File: config.mk
export PLATFORM = sky130hd
export DESIGN_NAME = corefifo_wr_ptr_gray_flat
export DESIGN_NICKNAME = d
export VERILOG_FILES = /design/src/rtl/corefifo_pkg.sv /design/src/rtl/corefifo_wr_ptr_gray_if.sv /design/src/rtl/corefifo_gray2bin_comb.sv /design/src/rtl/corefifo_wr_ptr_gray.sv /design/src/flat_wrapper.sv
export SDC_FILE = /design/constraint.sdc
export NUM_CORES = 1
export LEC_CHECK = 0
export CAP_MARGIN = 40
export CORE_MARGIN = 2
export CORE_UTILIZATION = 30
export DETAILED_ROUTE_END_ITERATION = 10
export MAX_ROUTING_LAYER = met4
export PLACE_DENSITY = 0.61
export SYNTH_ARGS = -nofsm -noshare
export SYNTH_HDL_FRONTEND = slang
export SYNTH_SLANG_ARGS = --single-unit
File: constraint.sdc
create_clock -name clk -period 2.7 [get_ports clk]
set_input_delay 0.54 -clock clk [delete_from_list [all_inputs] [get_ports clk]]
set_output_delay 0.54 -clock clk [all_outputs]
set_load 0.01 [all_outputs]
File: src/rtl/corefifo_pkg.sv
// Shared FIFO pointer helpers. The write-side and read-side pointer blocks both
// use these functions so that their gray encoding is identical.
package corefifo_pkg;

  // Widest pointer the helpers handle; callers zero-extend and cast back down.
  localparam int MAXW = 32;

  typedef logic [MAXW-1:0] ptr_ext_t;

  // Registered status bits of the write side.
  typedef struct packed {
    logic full;
    logic afull;
    logic ack;
    logic ovf;
  } wr_status_t;

  // Pointers carry one extra wrap bit above the RAM address.
  function automatic int ptrw(input int addrwidth);
    return addrwidth + 1;
  endfunction

  function automatic ptr_ext_t bin2gray(input ptr_ext_t b);
    return b ^ (b >> 1);
  endfunction

  // Zero-extended gray input decodes correctly because the leading zeros
  // leave the prefix xor unchanged.
  function automatic ptr_ext_t gray2bin(input ptr_ext_t g);
    ptr_ext_t r;
    r[MAXW-1] = g[MAXW-1];
    for (int i = MAXW - 2; i >= 0; i--) begin
      r[i] = r[i+1] ^ g[i];
    end
    return r;
  endfunction

endpackage

File: src/rtl/corefifo_wr_ptr_gray_if.sv
// Write-side FIFO pointer bundle. The slave modport is the pointer block;
// the master modport is whoever issues writes and supplies the synced read pointer.
interface corefifo_wr_ptr_gray_if #(
  parameter int ADDRWIDTH = 3
);
  import corefifo_pkg::*;

  localparam int PW = ptrw(ADDRWIDTH);

  logic                 wr_en;
  logic [PW-1:0]        rd_ptr_gray_sync;
  logic [ADDRWIDTH-1:0] wr_addr;
  logic [PW-1:0]        wr_ptr_bin;
  logic [PW-1:0]        wr_ptr_gray;
  logic                 wr_we;
  logic                 full;
  logic                 afull;
  logic [PW-1:0]        wrcnt;
  logic                 wr_ack;
  logic                 overflow;

  modport slave (
    input  wr_en, rd_ptr_gray_sync,
    output wr_addr, wr_ptr_bin, wr_ptr_gray, wr_we, full, afull, wrcnt,
           wr_ack, overflow
  );

  modport master (
    output wr_en, rd_ptr_gray_sync,
    input  wr_addr, wr_ptr_bin, wr_ptr_gray, wr_we, full, afull, wrcnt,
           wr_ack, overflow
  );

endinterface

File: src/rtl/corefifo_gray2bin_comb.sv
// Purely combinational gray-to-binary decode of a synchronized pointer.
module corefifo_gray2bin_comb
  import corefifo_pkg::*;
#(
  parameter int W = 4
) (
  input  logic [W-1:0] gray_i,
  output logic [W-1:0] bin_o
);

  // Prefix xor from the MSB down, shared with the read-side block.
  always_comb begin
    bin_o = W'(gray2bin(ptr_ext_t'(gray_i)));
  end

endmodule

File: src/rtl/corefifo_wr_ptr_gray.sv
// Write-side pointer generator: binary write pointer, registered gray pointer
// for the read domain, and full/almost-full/fill status against the synced
// read pointer.
module corefifo_wr_ptr_gray
  import corefifo_pkg::*;
#(
  parameter int ADDRWIDTH    = 3,
  parameter int AFULL_THRESH = 6
) (
  input  logic                    clk,
  input  logic                    reset,
  corefifo_wr_ptr_gray_if.slave   bus
);

  localparam int            PW        = ptrw(ADDRWIDTH);
  localparam logic [PW-1:0] FULL_LVL  = {1'b1, {ADDRWIDTH{1'b0}}};
  localparam logic [PW-1:0] AFULL_LVL = PW'(AFULL_THRESH);

  logic [PW-1:0] wr_ptr_bin_q, next_bin_d;
  logic [PW-1:0] wr_ptr_gray_q, wr_ptr_gray_d;
  logic [PW-1:0] wrcnt_q, diff_d;
  logic [PW-1:0] rd_bin;
  wr_status_t    status_q, status_d;
  logic          accept;

  corefifo_gray2bin_comb #(.W(PW)) u_rd_dec (
    .gray_i (bus.rd_ptr_gray_sync),
    .bin_o  (rd_bin)
  );

  // Next pointer, its gray image and the status that will be true after this edge.
  always_comb begin
    accept         = bus.wr_en & ~status_q.full;
    next_bin_d     = accept ? wr_ptr_bin_q + PW'(1) : wr_ptr_bin_q;
    wr_ptr_gray_d  = PW'(bin2gray(ptr_ext_t'(next_bin_d)));
    diff_d         = next_bin_d - rd_bin;
    status_d.full  = (diff_d == FULL_LVL);
    status_d.afull = (diff_d >= AFULL_LVL);
    status_d.ack   = accept;
    status_d.ovf   = bus.wr_en & status_q.full;
  end

  // Pointer and status registers; reset drops everything at once.
  always_ff @(posedge clk or posedge reset) begin
    if (reset) begin
      wr_ptr_bin_q  <= '0;
      wr_ptr_gray_q <= '0;
      wrcnt_q       <= '0;
      status_q      <= '0;
    end else begin
      wr_ptr_bin_q  <= next_bin_d;
      wr_ptr_gray_q <= wr_ptr_gray_d;
      wrcnt_q       <= diff_d;
      status_q      <= status_d;
    end
  end

  assign bus.wr_addr     = wr_ptr_bin_q[ADDRWIDTH-1:0];
  assign bus.wr_ptr_bin  = wr_ptr_bin_q;
  assign bus.wr_ptr_gray = wr_ptr_gray_q;
  assign bus.wr_we       = accept;
  assign bus.full        = status_q.full;
  assign bus.afull       = status_q.afull;
  assign bus.wrcnt       = wrcnt_q;
  assign bus.wr_ack      = status_q.ack;
  assign bus.overflow    = status_q.ovf;

endmodule
File: src/flat_wrapper.sv
// flat-port wrapper written by rule: the top's interface ports become plain ports
module corefifo_wr_ptr_gray_flat import corefifo_pkg::*;
#(
  parameter int ADDRWIDTH    = 3,
  parameter int AFULL_THRESH = 6
)
  (clk, reset, bus_wr_en, bus_rd_ptr_gray_sync, bus_wr_addr, bus_wr_ptr_bin, bus_wr_ptr_gray, bus_wr_we, bus_full, bus_afull, bus_wrcnt, bus_wr_ack, bus_overflow);
  corefifo_wr_ptr_gray_if #(.ADDRWIDTH(ADDRWIDTH)) bus_i ();
  input  logic clk;
  input  logic reset;
  input wire logic [$bits(bus_i.wr_en)-1:0] bus_wr_en;
  input wire logic [$bits(bus_i.rd_ptr_gray_sync)-1:0] bus_rd_ptr_gray_sync;
  output wire logic [$bits(bus_i.wr_addr)-1:0] bus_wr_addr;
  output wire logic [$bits(bus_i.wr_ptr_bin)-1:0] bus_wr_ptr_bin;
  output wire logic [$bits(bus_i.wr_ptr_gray)-1:0] bus_wr_ptr_gray;
  output wire logic [$bits(bus_i.wr_we)-1:0] bus_wr_we;
  output wire logic [$bits(bus_i.full)-1:0] bus_full;
  output wire logic [$bits(bus_i.afull)-1:0] bus_afull;
  output wire logic [$bits(bus_i.wrcnt)-1:0] bus_wrcnt;
  output wire logic [$bits(bus_i.wr_ack)-1:0] bus_wr_ack;
  output wire logic [$bits(bus_i.overflow)-1:0] bus_overflow;
  assign bus_i.wr_en = bus_wr_en;
  assign bus_i.rd_ptr_gray_sync = bus_rd_ptr_gray_sync;
  assign bus_wr_addr = bus_i.wr_addr;
  assign bus_wr_ptr_bin = bus_i.wr_ptr_bin;
  assign bus_wr_ptr_gray = bus_i.wr_ptr_gray;
  assign bus_wr_we = bus_i.wr_we;
  assign bus_full = bus_i.full;
  assign bus_afull = bus_i.afull;
  assign bus_wrcnt = bus_i.wrcnt;
  assign bus_wr_ack = bus_i.wr_ack;
  assign bus_overflow = bus_i.overflow;
  corefifo_wr_ptr_gray #(.ADDRWIDTH(ADDRWIDTH), .AFULL_THRESH(AFULL_THRESH)) u_core (.clk(clk), .reset(reset), .bus(bus_i));
endmodule
### Word-level counts from Yosys, hierarchy flattened

Index checks and enable logic that the tools add are counted.

* bits of input ports: 7
* output and inout bits: 20
* register bits after elaboration: 16
* logic and storage cells: 19

* eq/ne operators: 1
* muxes and demuxes: 1
* add/subtract/negate cells: 2
* order comparisons: 1
* bitwise gates (word level): 7

Operators by type and width (count)
* 4-bit by 1-bit adder with 4-bit output (second input constant): 1
* 4-bit == test (second input constant): 1
* 4-bit by 3-bit >= comparator with 1-bit output (second input constant): 1
* 4-bit two-way mux: 1
* 4-bit subtractor: 1
* 4-bit by 3-bit bitwise XOR with 4-bit output: 1
* 1-bit bitwise XOR: 3
* 1-bit AND: 2
* 1-bit inverter: 1

### Depth between registers and ports, before layout

Gate-level depths: netlist (run 1).

* word-level depth: 5
* gate-level depth with buffers: 10
* mapped depth without buffers: 10

### By module

Synthesis (run 1) repeated with hierarchy kept, for this count alone.

* cells, all modules: 65
* area total of the unflattened synthesis: 777.0 um^2

By module, submodules not included
* corefifo_wr_ptr_gray: cells each 60, area an instance 726.9 um^2, seq. area each 375.4 um^2, instances 1
* corefifo_gray2bin_comb: cells each 5, area an instance 50.0 um^2, seq. area each 0.0 um^2, instances 1

### Worst setup path before layout (run 1)

Ideal clock, no wire load.

* path type: input port to flip-flop
* start point: in bus_rd_ptr_gray_sync[3]
* end point: reg u_core.status_q (netlist bit u_core.bus.full)
* path buffers: 0
* setup time: 111 ps
* data arrival time: 2179 ps
* slack: 410 ps
* required time: 2589 ps
* cell stages on the path: 10
* cell sequence: xnor2_2 -> xor2_2 -> xnor2_1 -> ha_1 -> inv_1 -> ha_1 -> a21oi_2 -> xor2_1 -> inv_2 -> a2111oi_2

RTL lines
* from (decl): RTL line flat_wrapper.sv:12 `input wire logic [$bits(bus_i.rd_ptr_gray_sync)-1:0] bus_rd_ptr_gray_sync;`
* to (signal assigned): RTL line corefifo_wr_ptr_gray.sv:54 `status_q <= status_d;`
* to (decl): RTL line corefifo_wr_ptr_gray.sv:23 `wr_status_t status_q, status_d;`

==> out/results.ini, run 1 <==
[floorplan]
dieWidth_um = 53.3
dieArea_um2 = 2840
pin_count = 27
initial_core_util_pct = 32.4
core.rowCount = 17
coreArea_um2 = 2250
die_y_um = 53.3

[logic_synthesis]
synth-adder-area-share_pct = 6.86
synthTopCellsByArea = dfrtp_1, ha_1, xnor2_1
avgSynthCellArea_um2 = 12.8
netlist_area_um2 = 729
ys_ff_latch = 15
synth_nets = 68
synth-edff-count = 0
synth_top_area_share_pct = 51.5
ys.flop_type = dfrtp_1
synth_common_cells = dfrtp_1, inv_1, xnor2_1
synth_top_area_cell = dfrtp_1
synth-compound-area-share_pct = 7.20
synth_warnings = 0
synth.mux.area_fraction_pct = 2.06
async_flop_share_pct = 100
synth_simple_gate_area_share_pct = 5.83
synth-xor-area-share_pct = 18.4
synth_top_family_by_area = XOR/XNOR gates
yosysUniqueCellTypes = 21
synth.most_common_cell = dfrtp_1
syn_inst = 57
ys_seq_area_share_pct = 51.5

[route]
route.met2.wl_um = 724
wl_met3_um = 87
vias = 536
wl_per_cell_um = 11.4
met1Wirelength_um = 554
dr.max_layer_used = met4
dr.pass1.iters = 4
drc = 0
routed_wl_mm = 1.39
vias_per_cell = 4.39
antenna_left = 0
drtIter0Drc = 12

[timing]
rsz0062_at_grt = false
setup_violations = 0
skew_ns = 0.00832
period_needed_ns = 2.56
relSlewSlack_pct = 63.2
final_max_slew_viol_count = 0
fin_crit_sh_pct = 94.9
fmax_mhz = 390
fin_setup_tns_ns = 0
finalHoldViolations = 0
tightest_slew_ns = 0.551

[run]
maxCapViolCount = 0

[critical_path]
critPathTopFamily = buffers and inverters
required_ns = 2.87
worstSetupPathType = in2reg
slowest_stage = clkdlybuf4s50_1
critPathLaunchType = input pin
crit_path_end_kind = register
cp_max_fo = 3
cpMostUsedCell = inv_1
path_buf_inv = 3
crit_arrival_ns = 2.73
slowest_delay_ns = 0.52
cp_cell_sequence = clkdlybuf4s50_1, nand2b_4, inv_1, nand2_1, xor2_1, inv_1, ha_1, a31oi_1, nand3_1, a2111oi_2

[global_route]
track_usage_pct = 11.9
grt_pass1_vias = 536
antenna_found_initial = 0
grt_overflow_total = 0
grt_pass1_wl_mm = 2.28
grt_max_degree = 16

[clocking]
h-tree-depth = 1
cts_tree = done
cts_sinks = 15
clk_latency_ns = 0.28
clockBufferDepth = 2
clk_pin_slew_ns = 0.09
cts_root_buf = clkbuf_4
cts_buffers = 3
ctsHoldBuffers = 0

[placement]
dp_hpwl_mm = 1.17
routabilityCongestion = 0.739
portBuffers = 26
place_inst = 118

[worst_hold_path]
hp-class = reg2reg

[power]
totalPowerFinal_mw = 1.48
ir_worst_vdd_v = 0.000590
leakagePower_nw = 0.514
power_density_nw_per_um2 = 1340

[layout]
layout-drive-gt1-share_pct = 24.5
regArea_um2 = 375
fin_cells = 122
diodes = 0
syn_to_final_growth_pct = 51.5
final_nets = 106
fillers = 221
multiInputGateArea_um2 = 294

[outcome]
outcome = finished, final reports clean

[placed cells by master (no fill, tap or decap)]
cell	netlist	final
clkdlybuf4s50_1	0	26
dfrtp_1	15	15
buf_4	4	11
inv_1	7	7
xnor2_1	5	5
xor2_1	4	4
ha_1	4	4
clkbuf_4	0	3
nand2_1	2	2
o211ai_1	2	2
nand3_1	2	2
nand2b_4	1	1
xnor2_2	1	1
xor2_2	1	1
mux2_4	1	1
a31oi_1	1	1
nor2_1	1	1
xnor3_1	1	1
a21o_1	1	1
a21oi_2	1	1
inv_2	1	1
and2_2	1	1
a2111oi_2	1	1
clkinv_2	0	1
[cell families (layout without fill, tap and decap cells)]
family                   Yosys count  in the layout
AO/OA/AOI/OAI                      6              6
XOR/XNOR                          12             12
adder cells (fa/ha/maj)            4              4
buffers and inverters             12             49
flip-flops                        15             15
multiplexers                       1              1
AND/OR/NAND/NOR                    7              7
[state kept, by name, summed over array words and instances (netlist names)]
name / count
u_core.bus.wr_ptr_gray: 3
u_core.bus.overflow: 1
u_core.bus.wr_ptr_bin: 4
u_core.bus.wrcnt: 4
u_core.bus.wr_ack: 1
u_core.bus.afull: 1
u_core.bus.full: 1
[path summary, 6_finish.rpt]
path                       slack [ns]                          startpoint  depth (start not counted)                                  end
min                              0.53           u_core.bus.full$_DFF_PP0_                          1        u_core.bus.overflow$_DFF_PP0_
max                              0.14                           bus_wr_en                         10            u_core.bus.full$_DFF_PP0_
max reg2reg                      0.44  u_core.bus.wr_ptr_bin[0]$_DFF_PP0_                          8            u_core.bus.full$_DFF_PP0_
max in group asynchronous        1.73                               reset                          2           u_core.bus.afull$_DFF_PP0_
min in group asynchronous        0.60                               reset                          2  u_core.bus.wr_ptr_gray[0]$_DFF_PP0_
min reg2reg                      0.53           u_core.bus.full$_DFF_PP0_                          1        u_core.bus.overflow$_DFF_PP0_
[layer usage]
metal | global-route usage (%) | vias up
met5 | - | -
met4 | 7.69 | 0
met3 | 2.82 | 2
met2 | 20.2 | 18
met1 | 12.2 | 258
li1 | - | 258
[power by group]
group	switching [mW]	internal, mW
sequential	0.0578	0.335
clock	0.0701	0.0549
combinational	0.420	0.541
[what timing repair did]
action | CTS | global route
hold endpoints to repair | 0 | 0
resized for setup | 0 | 0
buffers inserted | 0 | 0
endpoints found under the setup margin | 0 | 1
[per-stage QoR]
| stage | hold slack [ns] | instance area [um2] | setup WS (ns) | utilization [%] |
|---|---|---|---|---|
| finish | 0.532 | 1100 | 0.139 | 49.0 |
| floorplan | 0.441 | 729 | 0.410 | - |
| global placement | 0.530 | 1080 | -0.129 | 47.8 |
| CTS | 0.539 | 1100 | 0.0967 | 49.0 |
| global route | 0.564 | 1100 | 0.00368 | 49.0 |
| detailed placement | 0.528 | 1080 | -0.183 | 47.8 |
[area by class of cell]
type | count | share of cell area, %
clock buffers | 3 | 2.04
clock inverters | 1 | 0.453
flip-flops and latches | 15 | 34.0
repair buffers | 37 | 31.0
inverters | 8 | 2.72
well taps | 28 | 3.17
multi-input cells | 30 | 26.6
Note: power is estimated with default switching activity, not from simulation.
==> inputs of run 2 (changes only) <==
--- a/config.mk
+++ b/config.mk
@@ -5,12 +5,14 @@
 export SDC_FILE = /design/constraint.sdc
 export NUM_CORES = 1
 export LEC_CHECK = 0
+export ABC_AREA = 1
 export CAP_MARGIN = 40
 export CORE_MARGIN = 2
 export CORE_UTILIZATION = 30
+export CTS_BUF_LIST = sky130_fd_sc_hd__clkbuf_4 sky130_fd_sc_hd__clkbuf_8
 export DETAILED_ROUTE_END_ITERATION = 10
 export MAX_ROUTING_LAYER = met4
-export PLACE_DENSITY = 0.61
+export PLACE_DENSITY = 0.59
 export SYNTH_ARGS = -nofsm -noshare
 export SYNTH_HDL_FRONTEND = slang
 export SYNTH_SLANG_ARGS = --single-unit
==> out/results.ini, run 2 <==
[outcome]
outcome = finished, final reports clean  ; unchanged

[timing]
fmax_mhz = 430  ; was 390 MHz
fin_crit_sh_pct = 86.0  ; was 94.9%
fin_setup_tns_ns = 0  ; unchanged
setup_violations = 0  ; unchanged
period_needed_ns = 2.32  ; was 2.56 ns
finalHoldViolations = 0  ; unchanged
rsz0062_at_grt = false  ; unchanged
final_max_slew_viol_count = 0  ; unchanged
relSlewSlack_pct = 63.3  ; was 63.2%
tightest_slew_ns = 0.550  ; was 0.551 ns
skew_ns = 0.00119  ; was 0.00832 ns

[logic_synthesis]
synth-xor-area-share_pct = 12.2  ; was 18.4%
syn_inst = 93  ; was 57
synth_warnings = 0  ; unchanged
synth-edff-count = 0  ; unchanged
synth_top_area_cell = dfrtp_1  ; unchanged
ys_seq_area_share_pct = 45.1  ; was 51.5%
synth-compound-area-share_pct = 1.65  ; was 7.20%
synth_nets = 104  ; was 68
synth_common_cells = nand2_1, inv_1, dfrtp_1  ; was dfrtp_1, inv_1, xnor2_1
synth_simple_gate_area_share_pct = 22.4  ; was 5.83%
synth.most_common_cell = nand2_1  ; was dfrtp_1
async_flop_share_pct = 100  ; unchanged
netlist_area_um2 = 832  ; was 729 um2
yosysUniqueCellTypes = 18  ; was 21
synth-adder-area-share_pct = 6.02  ; was 6.86%
synth_top_area_share_pct = 45.1  ; was 51.5%
avgSynthCellArea_um2 = 8.95  ; was 12.8 um2
synthTopCellsByArea = dfrtp_1, nand2_1, inv_1  ; was dfrtp_1, ha_1, xnor2_1
synth.mux.area_fraction_pct = 0  ; was 2.06%
ys_ff_latch = 15  ; unchanged
synth_top_family_by_area = simple AND/OR/NAND/NOR gates  ; was XOR/XNOR gates
ys.flop_type = dfrtp_1  ; unchanged

[global_route]
grt_max_degree = 16  ; unchanged
track_usage_pct = 10.2  ; was 11.9%
grt_overflow_total = 0  ; unchanged
grt_pass1_wl_mm = 2.46  ; was 2.28 mm
antenna_found_initial = 0  ; unchanged
grt_pass1_vias = 599  ; was 536

[power]
power_density_nw_per_um2 = 1200  ; was 1340 nW/um2
leakagePower_nw = 0.578  ; was 0.514 nW
ir_worst_vdd_v = 0.000563  ; was 0.000590 V
totalPowerFinal_mw = 1.35  ; was 1.48 mW

[floorplan]
dieWidth_um = 56.7  ; was 53.3 um
die_y_um = 56.7  ; was 53.3 um
pin_count = 27  ; unchanged
dieArea_um2 = 3210  ; was 2840 um2
initial_core_util_pct = 31.0  ; was 32.4%
core.rowCount = 19  ; was 17
coreArea_um2 = 2690  ; was 2250 um2

[route]
vias = 622  ; was 536
antenna_left = 0  ; unchanged
dr.pass1.iters = 4  ; unchanged
vias_per_cell = 4.15  ; was 4.39
wl_per_cell_um = 9.32  ; was 11.4 um
drtIter0Drc = 4  ; was 12
drc = 0  ; unchanged
routed_wl_mm = 1.40  ; was 1.39 mm

[layout]
fillers = 274  ; was 221
syn_to_final_growth_pct = 35.6  ; was 51.5%
final_cell_mix = clkdlybuf4s50_1, nand2_1, inv_1, dfrtp_1, nand3_1  ; was clkdlybuf4s50_1, dfrtp_1, buf_4, inv_1, xnor2_1
final_nets = 131  ; was 106
diodes = 0  ; unchanged
layout-drive-gt1-share_pct = 16.0  ; was 24.5%
layout_commonest_cell = clkdlybuf4s50_1  ; unchanged

[clocking]
ctsHoldBuffers = 0  ; unchanged
cts_buffers = 3  ; unchanged
h-tree-depth = 1  ; unchanged
clockBufferDepth = 2  ; unchanged
cts_tree = done  ; unchanged
clk_latency_ns = 0.27  ; was 0.28 ns
post_cts_buffers = 0  ; unchanged
cts.repair.resized = 0  ; unchanged
cts_root_buf = clkbuf_4  ; unchanged
cts_sinks = 15  ; unchanged
clk_pin_slew_ns = 0.09  ; about the same

[critical_path]
cp_max_fo = 6  ; was 3
required_ns = 2.16  ; was 2.87 ns
crit_arrival_ns = 1.78  ; was 2.73 ns
critPathLaunchType = input pin  ; unchanged
worstSetupPathType = in2out  ; was in2reg
crit_path_end_kind = output pin  ; was register

[placement]
dp_hpwl_mm = 1.21  ; was 1.17 mm
routabilityCongestion = 0.910  ; was 0.739
portBuffers = 26  ; unchanged

[run]
maxCapViolCount = 0  ; unchanged

[worst_hold_path]
hp-class = reg2reg  ; unchanged

## run 2: power breakdown
| group | switching, mW | internal [mW] |
|---|---|---|
| logic | 0.412 | 0.422 |
| registers | 0.0639 | 0.329 |
| clock network | 0.0686 | 0.0549 |
## run 2: final timing paths
path,startpoint,end,slack (ns),depth (start not counted)
worst max register to register,u_core.bus.wr_ptr_bin[1]$_DFF_PP0_,u_core.bus.afull$_DFF_PP0_,0.72,12
max in group asynchronous,reset,u_core.bus.wr_ptr_gray[2]$_DFF_PP0_,1.74,2
worst min register to register,u_core.bus.full$_DFF_PP0_,u_core.bus.overflow$_DFF_PP0_,0.50,2
worst min-delay path,u_core.bus.full$_DFF_PP0_,u_core.bus.overflow$_DFF_PP0_,0.50,2
worst max-delay path,bus_wr_en,bus_wr_we,0.38,4
min in group asynchronous,reset,u_core.bus.overflow$_DFF_PP0_,0.60,2
## run 2: cell type report
cell class                 instances  area, um2  share of cell area (%)
clock buffer                       3       22.5                    2.00
clock inverter                     1       5.00                   0.443
inverter                          20       75.1                    6.65
multi-input combinational         54        352                    31.2
sequential                        15        375                    33.3
tap                               31       38.8                    3.44
timing repair buffer              26        260                    23.1
## run 2: critical path, cell delays in order
cell and delay (ns):
clkdlybuf4s50_1 0.51, nand2_2 0.12, inv_2 0.08, clkdlybuf4s50_1 0.52
## run 2: cells by family after synthesis
kind of cell / count (synthesis)
AND/OR/NAND/NOR: 39
buffers and inverters: 24
flip-flops: 15
XOR/XNOR: 9
adder cells (fa/ha/maj): 4
AO/OA/AOI/OAI: 2
## run 2: metal layers
| metal | track usage, % | vias up | wire [um] |
|---|---|---|---|
| li1 | - | 322 | - |
| met1 | 12.7 | 280 | 639 |
| met2 | 15.8 | 18 | 676 |
| met3 | 1.38 | 2 | 60 |
| met4 | 6.12 | 0 | 21 |
| met5 | - | - | 0 |
## run 2: through the flow
step | area [um2] | instances | hold WS, ns | util, % | setup slack, ns
2_1_floorplan | 832 | 93 | 0.441 | - | 0.827
4_1_cts | 1130 | 150 | 0.502 | 42.0 | 0.367
3_3_place_gp | 1100 | 146 | 0.490 | 41.0 | 0.227
6_report | 1130 | 150 | 0.498 | 42.0 | 0.377
5_1_grt | 1130 | 150 | 0.538 | 42.0 | 0.293
3_5_place_dp | 1100 | 146 | 0.479 | 41.0 | 0.176
